==> src/rtl/mem_interface_pkg.sv <==
// Shared definitions for the memory interface block.
//   state_t     : transaction FSM states
//   ADDR_W_DEF  : default memory word-address width
//   TIMEOUT_DEF : default number of wait cycles for mem_ack before abort
package mem_interface_pkg;

  localparam int unsigned ADDR_W_DEF  = 9;
  localparam int unsigned TIMEOUT_DEF = 16;

  typedef enum logic [1:0] {
    ST_IDLE = 2'd0,
    ST_RD   = 2'd1,
    ST_WR   = 2'd2,
    ST_DONE = 2'd3
  } state_t;

endpackage

==> src/rtl/mem_wait_counter.sv <==
// Wait-cycle counter for memory transactions.
//   clk   : clock
//   rst_n : asynchronous active-low reset
//   clr   : synchronous clear to zero (has priority over en)
//   en    : count one more cycle without acknowledge
//   tc    : terminal count, high while the count equals TIMEOUT-1
module mem_wait_counter
  import mem_interface_pkg::*;
#(
  parameter int unsigned TIMEOUT = TIMEOUT_DEF
) (
  input  logic clk,
  input  logic rst_n,
  input  logic clr,
  input  logic en,
  output logic tc
);

  localparam int unsigned CNT_W = (TIMEOUT > 1) ? $clog2(TIMEOUT) : 1;
  localparam logic [CNT_W-1:0] LAST = CNT_W'(TIMEOUT - 1);

  logic [CNT_W-1:0] count_d, count_q;

  always_comb begin
    // NOTE: assign a default first so every path writes count_d; otherwise a latch is inferred.
    count_d = count_q;
    if (clr) begin
      count_d = '0;
    end else if (en) begin
      count_d = count_q + 1'b1;
    end
  end

  // NOTE: sequential state uses non-blocking assignments so all flops update from pre-edge values.
  always_ff @(posedge clk or negedge rst_n) begin
    if (!rst_n) begin
      count_q <= '0;
    end else begin
      count_q <= count_d;
    end
  end

  assign tc = (count_q == LAST);

endmodule

==> src/rtl/mem_interface.sv <==
// Memory interface: MAR/MDR registers plus a request/acknowledge FSM with
// timeout, sitting between a bus-mux datapath and a word-addressed memory.
//   Clock, Clear           : clock, asynchronous active-low reset
//   BusMuxOut, MARin, MDRin: datapath bus value and register load strobes
//   Read, Write            : transaction start requests (Read wins if both)
//   MDRdataOut             : MDR contents back to the bus mux
//   Busy, Done, Err        : in-flight flag, end-of-transaction pulse, sticky timeout
//   mem_addr, mem_wdata    : MAR and MDR driven to memory
//   mem_req, mem_we        : request held until ack/timeout, write qualifier
//   mem_rdata, mem_ack     : read data and completion strobe from memory
module mem_interface
  import mem_interface_pkg::*;
#(
  parameter int unsigned ADDR_W  = ADDR_W_DEF,
  parameter int unsigned TIMEOUT = TIMEOUT_DEF
) (
  input  logic              Clock,
  input  logic              Clear,
  input  logic [31:0]       BusMuxOut,
  input  logic              MARin,
  input  logic              MDRin,
  input  logic              Read,
  input  logic              Write,
  output logic [31:0]       MDRdataOut,
  output logic              Busy,
  output logic              Done,
  output logic              Err,
  output logic [ADDR_W-1:0] mem_addr,
  output logic [31:0]       mem_wdata,
  output logic              mem_req,
  output logic              mem_we,
  input  logic [31:0]       mem_rdata,
  input  logic              mem_ack
);

  state_t            state_d, state_q;
  logic [ADDR_W-1:0] mar_d, mar_q;
  logic [31:0]       mdr_d, mdr_q;
  logic              err_d, err_q;
  logic              done_d, done_q;
  logic              busy_d, busy_q;
  logic              req_d, req_q;
  logic              we_d, we_q;
  logic              wait_tc;
  logic              in_xfer;

  assign in_xfer = (state_q == ST_RD) || (state_q == ST_WR);

  // Held clear in IDLE so the count starts at zero on entering RD/WR; only
  // cycles spent waiting without an ack advance it.
  mem_wait_counter #(
    .TIMEOUT(TIMEOUT)
  ) u_wait (
    .clk  (Clock),
    .rst_n(Clear),
    .clr  (state_q == ST_IDLE),
    .en   (in_xfer && !mem_ack),
    .tc   (wait_tc)
  );

  always_comb begin
    state_d = state_q;
    mar_d   = mar_q;
    mdr_d   = mdr_q;
    err_d   = err_q;
    unique case (state_q)
      ST_IDLE: begin
        if (MARin) mar_d = BusMuxOut[ADDR_W-1:0];
        // A read in the same cycle owns MDR, so the bus load is suppressed.
        if (MDRin && !Read) mdr_d = BusMuxOut;
        if (Read) begin
          state_d = ST_RD;
          err_d   = 1'b0;
        end else if (Write) begin
          state_d = ST_WR;
          err_d   = 1'b0;
        end
      end
      ST_RD: begin
        if (mem_ack) begin
          mdr_d   = mem_rdata;
          state_d = ST_DONE;
        end else if (wait_tc) begin
          state_d = ST_DONE;
          err_d   = 1'b1;
        end
      end
      ST_WR: begin
        if (mem_ack) begin
          state_d = ST_DONE;
        end else if (wait_tc) begin
          state_d = ST_DONE;
          err_d   = 1'b1;
        end
      end
      ST_DONE: state_d = ST_IDLE;
      default: state_d = ST_IDLE;
    endcase

    // Outputs are decoded from the next state and registered, so they line
    // up with the state they describe and have no input-to-output path.
    busy_d = (state_d != ST_IDLE);
    req_d  = (state_d == ST_RD) || (state_d == ST_WR);
    we_d   = (state_d == ST_WR);
    done_d = (state_d == ST_DONE);
  end

  always_ff @(posedge Clock or negedge Clear) begin
    if (!Clear) begin
      state_q <= ST_IDLE;
      mar_q   <= '0;
      mdr_q   <= '0;
      err_q   <= 1'b0;
      done_q  <= 1'b0;
      busy_q  <= 1'b0;
      req_q   <= 1'b0;
      we_q    <= 1'b0;
    end else begin
      state_q <= state_d;
      mar_q   <= mar_d;
      mdr_q   <= mdr_d;
      err_q   <= err_d;
      done_q  <= done_d;
      busy_q  <= busy_d;
      req_q   <= req_d;
      we_q    <= we_d;
    end
  end

  assign MDRdataOut = mdr_q;
  assign mem_wdata  = mdr_q;
  assign mem_addr   = mar_q;
  assign Busy       = busy_q;
  assign Done       = done_q;
  assign Err        = err_q;
  assign mem_req    = req_q;
  assign mem_we     = we_q;

endmodule
==> config.mk <==
export PLATFORM = sky130hd
export DESIGN_NAME = mem_interface
export DESIGN_NICKNAME = d
export VERILOG_FILES = /design/src/rtl/mem_interface_pkg.sv /design/src/rtl/mem_wait_counter.sv /design/src/rtl/mem_interface.sv
export SDC_FILE = /design/constraint.sdc
export NUM_CORES = 1
export LEC_CHECK = 0
export BUFFER_PORTS_ARGS = -buffer_cell sky130_fd_sc_hd__buf_4
export CORE_AREA = 2 2 83 85
export CTS_BUF_LIST = sky130_fd_sc_hd__clkbuf_4 sky130_fd_sc_hd__clkbuf_8 sky130_fd_sc_hd__clkbuf_16
export DETAILED_ROUTE_END_ITERATION = 7
export DIE_AREA = 0 0 85 87
export GPL_TIMING_DRIVEN = 0
export PLACE_DENSITY = 0.8
export SYNTH_ARGS = -nofsm -noshare
export SYNTH_HDL_FRONTEND = slang
export SYNTH_SLANG_ARGS = --single-unit
export TNS_END_PERCENT = 100
==> constraint.sdc <==
create_clock -name Clock -period 2.9 [get_ports Clock]
set_clock_uncertainty 0.1 [all_clocks]
set_input_delay 0.435 -clock Clock [delete_from_list [all_inputs] [get_ports Clock]]
set_output_delay 0.435 -clock Clock [all_outputs]
set_load 0.02 [all_outputs]
== After elaboration in Yosys (flattened, before gate mapping) ==
Cells that the tools add are included.

* $add $sub $neg: 1
* Eq/ne operators: 12
* Muxes and demuxes: 15
* Reductions and logical operators: 15

{| class="wikitable"
|+ Operators with widths
! cell !! number
|-
| two-way mux 32 bit || 2
|-
| case mux 32 bit (2 select lines) || 1
|-
| equality test 2 bit, second input constant || 4
|-
| two-way mux 2 bit || 4
|-
| two-way mux 4 bit || 2
|-
| nonzero test 2 bit || 4
|-
| inequality test 2 bit, second input constant || 3
|-
| case mux 2 bit (3 select lines) || 1
|-
| adder 4 x 1 -> 4 bit, second input constant || 1
|-
| equality test 2 x 1 -> 1 bit, second input constant || 2
|-
| equality test 4 bit, second input constant || 1
|-
| two-way mux 1 bit || 4
|-
| AND reduction 4 bit || 1
|-
| inequality test 3 bit, second input constant || 1
|-
| AND reduction 3 bit || 1
|-
| logical AND 1 bit || 2
|-
| zero test 1 bit || 2
|-
| zero test 2 bit || 1
|-
| logical OR 1 bit || 2
|-
| inequality test 2 x 1 -> 1 bit, second input constant || 1
|-
| case mux 1 bit (2 select lines) || 1
|-
| AND reduction 2 bit || 1
|-
| OR reduction 2 bit || 1
|}

* Bits in registers: 52
* Bits of input ports: 71
* Output and inout port bits: 78

== Longest topological paths before layout ==
Gate-level depths: netlist of the first run.

* Depth in word-level cells: 6
* Mapped depth: 7
* Mapped depth without buffers: 7

== Modules after synthesis ==
A second synthesis of the first run with hierarchy kept.

* Cells, all modules: 209
* Area total of the unflattened synthesis: 2872.8 sq um

{| class="wikitable"
|+ By module, submodules not included
! module !! instances !! cells an instance !! area an instance (sq um) !! sequential area each (sq um)
|-
| mem_interface || 1 || 192 || 2673.8 || 1201.2
|-
| mem_wait_counter || 1 || 17 || 198.9 || 100.1
|}

== Worst setup path after synthesis of the first run ==
Ideal clock, no wire load.

* Path kind: register -> register
* From: register state_q[0]
* To: register mdr_q[0] (netlist: MDRdataOut[0])
* Arrival: 1.574 ns
* Path slack: 1.101 ns
* Stages on the path, launching flop included: 8
* Path buffers: 2
* Cell sequence: dfrtp_1 inv_1 ha_1 buf_2 mux2i_1 a21oi_4 buf_6 mux2_4

* Word-level cells in the longest chain between the ends: 3
* Elaborated cells between the ends (all ways): 7

{| class="wikitable"
|+ Ends and longest elaborated chain
! item !! RTL line !! RTL
|-
| from (decl) || mem_interface.sv:36 || <nowiki>state_t state_d, state_q;</nowiki>
|-
| from (signal assigned) || mem_interface.sv:119 || <nowiki>state_q <= state_d;</nowiki>
|-
| equality test 2 x 1 -> 1 bit or zero test 2 bit (tied branches) || mem_interface.sv:66 || <nowiki>unique case (state_q)</nowiki>
|-
| inequality test 2 bit (no line) or nonzero test 2 bit (tied branches) || n/a ||
|-
| AND reduction 3 bit (no line) || n/a ||
|-
| to (signal assigned) || mem_interface.sv:121 || <nowiki>mdr_q <= mdr_d;</nowiki>
|-
| to (decl) || mem_interface.sv:38 || <nowiki>logic [31:0] mdr_d, mdr_q;</nowiki>
|}

Several ways; a longest one is shown, not always the timed one.
A chain may end at the register's enable or synchronous reset.

== Worst setup path in the final report of the first run ==
* From: register state_q[0]
* To: register mdr_q[21] (netlist: MDRdataOut[21])

The elaborated chain is that of the path after synthesis.

==> out/metrics.csv, run 1 <==
metric,value,unit
Synthesized Nets,286,
clk_lat worst skew,290,ps
Initial Util,43.4,%
CP Max Fanout,10,
Congestion Overflow GR,0,
crit path from,state_q[0],
number of synthesized flops with an enable pin,0,
# Max-Cap Violations,0,
"commonest non-fill, non-tap cell in the layout",buf_4,
IO Port Bufs,148,
Final Hold Fails,0,
Post-Synth XOR/XNOR Area,0.614,%
Layout area overhead,45.3,%
GP Congestion,0.781,
min-delay worst type,in2async,
number of global-route vias before repair,2141,
initial antenna violation count,0,
wire length per cell,14.5,um
Final ANT Viol Nets,0,
Worst-Margin Slew,649,ps
Pre-antenna DRT Iters,2,
routed vias/inst,4.63,
final WL,6430,um
CTS hold repair buffers,0,
ys async rst share,100,%
cells resized by post-CTS repair,0,
Syn Std Cell Area,0.00285,sq mm
Worst Setup End Kind,register,
"top cells by area, synth","dfrtp_1 (46%), mux2_2 (17%), mux2_4 (16%), buf_4 (8.4%), ha_1 (3.1%)",
final period utilization,68.6,%
top_reg_cell synth,dfrtp_1,
CTS root buf,clkbuf_8,
Setup TNS Final,0,ps
most frequent cells in the layout,"buf_4 (180), dfrtp_1 (52), mux2_2 (43)",
Ys Warns,0,
fillcell total,548,
share of cells above drive strength 1,74.1,%
synthesis-stage register bit count,52,
RSZ-0062 raised after global routing,no,
CTS Buf Count,5,
gr usage total,17.0,%
"Setup Fix Bufs, Post-CTS",0,
max-slew violations,0,
first-pass GRT wire length,10000,um
Unique masters post-synth,27,
largest net degree at the start of global routing,53,
main combinational cell family by area after synthesis,multiplexers,
# DRC,0,
share of the synthesized area in the top cell type,45.6,%
die area,0.00740,sq mm
core area,0.00657,sq mm
cells after synthesis,208,
status,completed,
P_leak,2.11,nW
Final setup violation count,0,
num rows,30,
H-tree levels,2,
Peak VDD IR,624,uV
Slew HR,56.7,%
CP startpoint kind,register,
Detail Placement HPWL,4860,um
Die W,85,um
post-synthesis mux area share,33.5,%
"Req. time, crit path",2980,ps
Synth Area in Compound Gates,3.33,%
CTS tree,done,
crit path time final,1990,ps
Ports,149,
Inserted Diodes,0,
Adder-Cell Fraction of Synth Area,3.07,%
clk slew on worst S/H paths,90,ps
First DRT Iteration DRCs,32,
PD cells,1290,mW/mm^2
Fmax,503,MHz
cell taking the most area after synthesis,dfrtp_1,
Die Height,87,um
WS Path Type,reg2reg,
share of the yosys chip area belonging to registers,45.6,%
clk sinks,52,
Vias,2050,
final core utilization,63.1,%
Avg Inst Size Synth,13.7,sq um
Simple-Gate Fraction of Synth Area,2.68,%
worst r2r src,state_q[0],
CTS Buffer Depth,2,
Crit path arrival time,2070,ps
Final nets,441,
==> final cells by class <==
type / instances / area (sq um) / share of cell area (%)
sequential: 52 / 1300 / 31.4
inverter: 4 / 15.0 / 0.362
tap: 80 / 100 / 2.41
clock inverter: 1 / 5.00 / 0.121
timing repair buffer: 148 / 1110 / 26.8
multi-input combinational: 112 / 1230 / 29.7
buffer: 40 / 305 / 7.36
clock buffer: 6 / 76.3 / 1.84
==> registers in the layout (all words and copies together) (netlist names) <==
signal	cells
state_q	2
Err	1
Done	1
mem_addr	9
mem_req	1
mem_we	1
u_wait.count_q	4
MDRdataOut	32
Busy	1
==> through the flow <==
step,area [sq um],power [mW],setup WS [ps],cells,hold WS [ps]
3_3_place_gp,4060,4.93,933,436,390
5_1_grt,4150,5.68,764,443,111
6_report,4150,5.36,911,443,63.3
4_1_cts,4150,5.42,897,443,88.5
2_1_floorplan,2850,3.78,1100,208,39.4
3_5_place_dp,4060,5.01,909,436,400
==> cells by family after synthesis <==
logic type,count (synthesis)
compound gates,13
xor+xnor,2
fa+ha+maj,7
buf+inv,44
flops,52
mux,75
simple gates,15
==> per-layer routing <==
metal  GRT usage (%)  routed length, um  vias to the layer above
met5               0                  0                        -
met4            2.60                 19                        0
met3            4.55                514                        2
met2            30.8               3330                       84
met1            20.8               2560                      971
li1                -                  -                      993
==> critical path: stages, from the launching register on <==
cell     delay, ps
dfrtp_1        420
inv_1          100
ha_1           140
buf_2          200
mux2i_1        140
a21oi_4        230
buf_6          220
mux2_4         320
==> final timing paths <==
path / endpoint / slack [ps] / cells after the start
worst max-delay path: MDRdataOut[21] / 910 / 7
worst max register to register: MDRdataOut[21] / 910 / 7
max in group asynchronous: u_wait.count_q[3] / 2200 / 1
worst min register to register: mem_addr[8] / 420 / 1
worst min-delay path: MDRdataOut[16] / 60 / 1
min in group Clock: mem_addr[7] / 280 / 2
==> where the power goes <==
| part | internal, mW | leakage [nW] | switching [mW] | total, mW |
|---|---|---|---|---|
| clock network | 0.174 | 0.0445 | 0.218 | 0.392 |
| registers | 1.09 | 0.622 | 0.264 | 1.36 |
| logic | 1.98 | 1.44 | 1.63 | 3.61 |
==> cell usage after synthesis (all sizes together), types with 2 or more instances <==
cell / instances
a21oi: 5
buf: 40
dfrtp: 52
ha: 7
inv: 4
mux2: 73
mux2i: 2
nand2: 3
nand2b: 4
nor2: 4
o21ai: 2
Power figures use the tool's default switching activity.
==> run 2: changes to the inputs <==
CORE_AREA = 2 2 87 89   (was 2 2 83 85)
DIE_AREA = 0 0 89 91   (was 0 0 85 87)
PLACE_DENSITY = 0.77   (was 0.8)
clock period = 1.8 ns   (was 2.9 ns; I/O delays follow)
==> out/metrics.csv, run 2 (synthesized netlist as in run 1, its figures left out) <==
metric,value,unit
status,"complete, but fails checks",
violated checks,setup timing,
Layout area overhead,58.8,%
Worst Setup End Kind,register,
met3 usage,4.00,%
CTS root buf,clkbuf_8,
Crit path arrival time,2000,ps
min-delay worst type,in2reg,
RSZ-0062 raised after global routing,yes,
gr usage total,16.7,%
first-pass GRT wire length,10600,um
Fmax,523,MHz
max-slew violations,0,
met2 usage,29.9,%
Vias,2160,
Final ANT Viol Nets,0,
final period utilization,106,%
CP startpoint kind,register,
num rows,31,
largest net degree at the start of global routing,53,
Setup WS post-layout,-111,ps
Final Hold Fails,0,
met1 usage,20.2,%
final WL,6800,um
PD cells,2190,mW/mm^2
Hold Crit Depth,2,
number of global-route vias before repair,2238,
CTS Buffer Depth,2,
# Max-Cap Violations,0,
Congestion Overflow GR,0,
CP Max Fanout,5,
Worst-Margin Slew,649,ps
Peak VDD IR,1100,uV
most frequent cells in the layout,"buf_4 (189), dfrtp_1 (52), mux2_2 (41)",
R2R cell count,9,
Ports,149,
core area,0.00714,sq mm
P_leak,2.25,nW
clk slew on worst S/H paths,90,ps
routed vias/inst,4.51,
share of cells above drive strength 1,77.1,%
Final setup violation count,29,
H-tree levels,2,
# DRC,0,
Setup TNS Final,-1820,ps
final core utilization,63.5,%
CTS Buf Count,5,
CTS tree,done,
initial antenna violation count,0,
most crowded layer after global routing,met2,
"Req. time, crit path",1890,ps
clk sinks,52,
"commonest non-fill, non-tap cell in the layout",buf_4,
die area,0.00810,sq mm
GP Congestion,0.788,
IO Port Bufs,148,
max reg flops,32,
Inserted Diodes,0,
Fin Hold WS,105,ps
Die W,89,um
WS Path Type,reg2reg,
Initial Util,40.0,%
Slew HR,56.8,%
First DRT Iteration DRCs,27,
Die Height,91,um
Pre-antenna DRT Iters,4,
clk_lat worst skew,300,ps
Detail Placement HPWL,4920,um
Final nets,458,
crit path time final,1910,ps
wire length per cell,14.2,um
[run 2: changes by cell type in the layout (fill, tap and decap cells not counted), sizes merged]
cell / change
buf: +16
bufinv: +2
clkbuf: -1
clkinv: -1
dlygate4sd3: +1
[run 2: worst paths after layout]
check                             start        endpoint  slack [ps]
max                          state_q[0]  MDRdataOut[16]        -110
min                        BusMuxOut[3]     mem_addr[3]         110
max reg2reg                  state_q[0]  MDRdataOut[16]        -110
min reg2reg                 mem_addr[8]     mem_addr[8]         410
max in group asynchronous         Clear     mem_addr[7]         720
min in group asynchronous         Clear  MDRdataOut[20]         450
[run 2: metal layers]
| metal | up-vias | part of all wire, % |
|---|---|---|
| met5 | - | 0 |
| met4 | 0 | 0.34 |
| met3 | 4 | 7.2 |
| met2 | 86 | 51 |
| met1 | 1038 | 42 |
| li1 | 1032 | - |
[run 2: per-stage QoR]
step | setup slack, ps | cells | power [mW] | cell area (sq um)
3_5_place_dp | -258 | 455 | 8.09 | 4090
6_report | -111 | 479 | 9.90 | 4530
5_1_grt | -159 | 479 | 10.5 | 4530
4_1_cts | -130 | 480 | 10.0 | 4530
2_1_floorplan | 0.589 | 208 | 6.09 | 2850
3_3_place_gp | -199 | 455 | 7.96 | 4090
[run 2: critical path, stage by stage (launching register included)]
cell     delay (ps)
dfrtp_1         430
inv_2            80
ha_4            160
buf_6           130
mux2i_4         160
a21oi_4          60
buf_6           140
buf_12          120
buf_12          120
mux2_4          290
[run 2: timing repair]
item | 4_1_cts | 5_1_grt
gates resized for setup | 28 | 9
gates cloned | 3 | 0
pin swaps | 2 | 2
endpoints found under the setup margin | 45 | 45
hold endpoints to repair | 52 | 0
buffers inserted | 14 | 2
hold buffers | 1 | 0
[run 2: layout make-up]
type	count	area (sq um)
fillers	601	2610
repair buffers	167	1350
flip-flops and latches	52	1300
multi-input cells	112	1290
plain buffers	38	325
well taps	99	124
clock buffers	5	68.8
clock inverters	2	60.1
inverters	4	15.0
[run 2: power breakdown]
| group | internal (mW) | switching [mW] | total (mW) |
|---|---|---|---|
| clock network | 0.547 | 0.373 | 0.920 |
| logic | 3.94 | 2.86 | 6.80 |
| registers | 1.76 | 0.421 | 2.18 |
| total | 6.24 | 3.65 | 9.90 |
